`config.mk`:
```
export PLATFORM = sky130hd
export DESIGN_NAME = fetch_queue
export DESIGN_NICKNAME = d
export VERILOG_FILES = /design/src/rtl/fetch_queue.sv
export SDC_FILE = /design/constraint.sdc
export NUM_CORES = 1
export LEC_CHECK = 0
export ABC_AREA = 0
export BUFFER_PORTS_ARGS = -buffer_cell sky130_fd_sc_hd__buf_2
export CELL_PAD_IN_SITES_DETAIL_PLACEMENT = 0
export CELL_PAD_IN_SITES_GLOBAL_PLACEMENT = 2
export CORE_ASPECT_RATIO = 0.5
export CORE_MARGIN = 8
export CORE_UTILIZATION = 40
export CTS_CLUSTER_DIAMETER = 120
export CTS_CLUSTER_SIZE = 28
export DETAILED_ROUTE_END_ITERATION = 10
export HOLD_SLACK_MARGIN = 0.03
export MAX_ROUTING_LAYER = met4
export PLACE_DENSITY_LB_ADDON = 0.1
export SYNTH_ARGS = -nofsm -noshare
export SYNTH_HDL_FRONTEND = slang
export SYNTH_SLANG_ARGS = --single-unit
```
`constraint.sdc`:
```
create_clock -name clk -period 3.1 [get_ports clk]
set_input_delay 0 -clock clk [delete_from_list [all_inputs] [get_ports clk]]
set_output_delay 0 -clock clk [all_outputs]
set_load 0.01 [all_outputs]
```
`src/rtl/fetch_queue.sv`:
```
// Fetch sequencer: owns the fetch PC, drives the combinational imem address, and
// buffers fetched {pc, instr} pairs in a small prefetch FIFO handed to decode.

module fq_slot #(
  parameter int W = 96
) (
  input  logic         clk,
  input  logic         reset,
  input  logic         we,
  input  logic [W-1:0] d,
  output logic [W-1:0] q
);
  always_ff @(posedge clk or negedge reset) begin
    if (!reset)  q <= '0;
    else if (we) q <= d;
  end
endmodule

module fetch_queue #(
  parameter int AW    = 6,
  parameter int DW    = 32,
  parameter int DEPTH = 4
) (
  input  logic          clk,
  input  logic          reset,
  output logic [AW-1:0] imem_addr,
  input  logic [DW-1:0] imem_q,
  input  logic          fetch_en,
  input  logic          redirect_valid,
  input  logic [63:0]   redirect_pc,
  output logic          instr_valid,
  output logic [DW-1:0] instr,
  output logic [63:0]   instr_pc,
  input  logic          instr_ready
);
  localparam int PW = $clog2(DEPTH);
  localparam int EW = 64 + DW;

  typedef struct packed {
    logic [63:0]   pc;
    logic [DW-1:0] instr;
  } fq_entry_t;

  logic [63:0]                 fetch_pc;
  logic [PW:0]                 count;
  logic [PW-1:0]               head, tail;
  logic                        pop, push;
  logic [DEPTH-1:0]            slot_we;
  logic [DEPTH-1:0][EW-1:0]    slot_q;
  fq_entry_t                   wr_ent, rd_ent;

  assign instr_valid = (count != '0);
  assign pop         = instr_valid & instr_ready;
  // A pop frees a slot in the same edge, so a full queue still streams.
  assign push        = fetch_en & ~redirect_valid & ((count != (PW+1)'(DEPTH)) | pop);
  assign imem_addr   = fetch_pc[AW+1:2];

  assign wr_ent = '{pc: fetch_pc, instr: imem_q};

  genvar g;
  generate
    for (g = 0; g < DEPTH; g++) begin : g_slot
      assign slot_we[g] = push & (tail == PW'(g));
      fq_slot #(.W(EW)) u_slot (
        .clk   (clk),
        .reset (reset),
        .we    (slot_we[g]),
        .d     (wr_ent),
        .q     (slot_q[g])
      );
    end
  endgenerate

  assign rd_ent   = fq_entry_t'(slot_q[head]);
  assign instr    = rd_ent.instr;
  assign instr_pc = rd_ent.pc;

  always_ff @(posedge clk or negedge reset) begin
    if (!reset) begin
      fetch_pc <= '0;
      count    <= '0;
      head     <= '0;
      tail     <= '0;
    end else if (redirect_valid) begin
      // Any same-cycle pop is already consumed by decode; everything else is dropped.
      fetch_pc <= redirect_pc & ~64'h3;
      count    <= '0;
      head     <= '0;
      tail     <= '0;
    end else begin
      if (pop) head <= head + PW'(1);
      if (push) begin
        tail     <= tail + PW'(1);
        fetch_pc <= fetch_pc + 64'd4;
      end
      case ({push, pop})
        2'b10:   count <= count + (PW+1)'(1);
        2'b01:   count <= count - (PW+1)'(1);
        default: count <= count;
      endcase
    end
  end
endmodule

```
==> reports/results.ini <==
[clocking]
cts_num_sinks = 445
cts_buffers = 19
root_buffer = clkbuf_16
ctsResizeCount = 0
insertion_delay_ns = 0.57
cts_tree = yes
cts.clk_slew.worst_paths_ns = 0.12
clk_path_buf_depth = 3
htreeDepth = 1

[pwr]
leakage_nw = 10.6
ir_drop_mv = 0.334
power_density_nw_per_um2 = 745
finalPower_w = 0.0181

[placement]
port_buffers = 199
dp_slack_ns = 0.380
dp_hpwl_um = 38600
gp_congestion = 0.792

[routing]
ant_nets = 0
wire_per_inst_um = 23.1
drc = 0
routed_wl_um = 56800
vias = 13624
drtIter0Drc = 710
routed_via_density = 5.54
firstDrtPassIters = 4

[worst_setup_path]
cp.required_ns = 3.60
crit_fanout = 9
setup.worst_path.end_class = register
worstPathArrival_ns = 3.28
cp-start-kind = register
slowest_delay_ns = 0.71
criticalPathCategory = reg -> reg
crit_chain = or4b_2 > nand2_1 > nor2_1 > xnor2_1 > o21ai_0 > dlygate4sd3_1
r2r_cells = 6
cpMaxStageDelayCell = or4b_2

[layout]
layout_common_cells = dfrtp_1, mux2_2, buf_2, dlygate4sd3_1, mux4_2
antenna_cells = 0
drive_gt1_frac = 0.430
num-nets-final = 1865
fill_cells = 4628
area_growth_pct = 16.8
final_common_cell = dfrtp_1
fin_util = 0.470

[synthesis]
yosys_warnings = 0
synth_area_um2 = 20800
synth_top_family_by_area = multiplexers
synthSimpleGateAreaFrac = 0.0841
synth_mux_area_frac = 0.301
synthTopCellsByArea = dfrtp_1, mux2_2, mux4_2
syn_avg_cell_area_um2 = 13.8
synth_edf_count = 0
async_flop_share = 1.00
synth_seq_area_share = 0.534
yosys.area.top_type = dfrtp_1
ys_types = 64
synthXorXnorAreaFrac = 0.00546
dominantRegCellSynth = dfrtp_1
synth_top_area_frac = 0.534
synth_compound_area_frac = 0.0387
synth-seq-cells = 445
syn_inst = 1509
synth_fa_ha_area_frac = 0.00396

[sta]
max_freq_ghz = 0.360
hold_viol_final = 0
rsz0062_at_grt = no
fin_crit_ns = 2.78
finalSetupViolations = 0
skew_ns = 0.0263
timing.hold.ws_ns = 0.0247
relSlewSlack = 0.283
worst_pin_slew_ns = 1.08
fin_crit_sh = 0.896
drv_slew = 0
tns_ns = 0
setup_ws_ns = 0.323

[grt]
grt-ovfl-total = 0
antenna_found_initial = 0
grt_max_degree = 96
grt_util_all_layers = 0.192
grt_pass1_wl_um = 89300
grt_pass1_vias = 15086

[status]
outcome = finished clean

[die]
io_pins = 204
start_util = 0.403
die_area_um2 = 60100
die_x_um = 339
rows = 59
fp.dieH_um = 177
core_area_um2 = 51700

[worst_hold_path]
hp-class = in -> async

[run]
max-cap-violations = 0

Yosys cell counts, drive strengths merged (5+ instances only):
cell type / number
mux2: 365
nand4: 43
nor3: 12
and4: 8
ha: 5
and2: 5
a31oi: 13
nor2: 40
o311ai: 20
or2: 5
dfrtp: 445
nor2b: 7
xor2: 6
mux4: 94
clkbuf: 50
o21ai: 32
o31ai: 10
nand2: 94
o211ai: 27
or3: 20
xnor2: 7
or4: 9
nand3: 51
buf: 83
nor4: 9
and3: 11
mux2i: 5
inv: 8
cell type report:
type	count	area [µm²]	area share
repair buffers	362	2720	0.112
clock buffers	21	483	0.0198
multi-input cells	922	9070	0.373
inverters	8	30.0	0.00123
clock inverters	2	13.8	0.000565
flip-flops and latches	445	11100	0.458
well taps	701	877	0.0360
logic make-up (layout without fill, tap and decap cells):
group                    after synthesis  in the layout
AO/OA/AOI/OAI                        116            116
multiplexers                         464            464
AND/OR/NAND/NOR                      321            321
adder cells (fa/ha/maj)                6              6
other                                  1              2
buffers and inverters                143            393
XOR/XNOR                              13             13
flip-flops                           445            445
registers in the layout, summed over array words and instances, names as in the netlist:
| register | flops |
|---|---|
| head | 2 |
| fetch_pc | 62 |
| g_slot.u_slot.q | 376 |
| tail | 2 |
| count | 3 |
per-layer routing:
layer / GRT usage / wire [µm]
met5: - / 0
met4: 0.0444 / 1380
met3: 0.0229 / 1520
met2: 0.333 / 28500
met1: 0.244 / 25400
critical path: cells and delay by family (launching register included):
kind                      cells  cell delay, ns
AOI/OAI and AO/OA             1            0.18
xor gates and xnor gates      1            0.15
buffers and inverters         1            0.58
DFF                           1            0.50
and+or+nand+nor               3            1.29
power breakdown:
part | switching (W) | leakage, nW | internal (W)
sequential | 0.00124 | 5.57 | 0.00785
clock | 0.00184 | 0.245 | 0.00113
combinational | 0.00247 | 4.75 | 0.00360
total | 0.00555 | 10.6 | 0.0126
path summary, 6_finish.rpt:
kind                            slack [ns]                   start                endpoint
worst max-delay path                  0.32                count[0]            fetch_pc[10]
worst min-delay path                  0.02                   reset  g_slot[0].u_slot.q[22]
worst max register to register        0.32                count[0]            fetch_pc[10]
worst min register to register        0.49  g_slot[2].u_slot.q[86]  g_slot[2].u_slot.q[86]
max in group asynchronous             1.98                   reset  g_slot[2].u_slot.q[66]
min in group clk                      0.20         redirect_pc[25]            fetch_pc[25]
timing repair:
item / CTS / global route
hold endpoints to repair: 278 / 0
setup buffers: 0 / 1
hold buffers: 112 / 0
endpoints found under the setup margin: 0 / 1
per-stage QoR:
step	instances	instance area, µm²
floorplan	1510	20800
global placement	2325	22700
detailed placement	2325	22700
CTS	2460	24300
global route	2461	24300
finish	2461	24300
No activity file was read; power rests on OpenSTA's default activity.
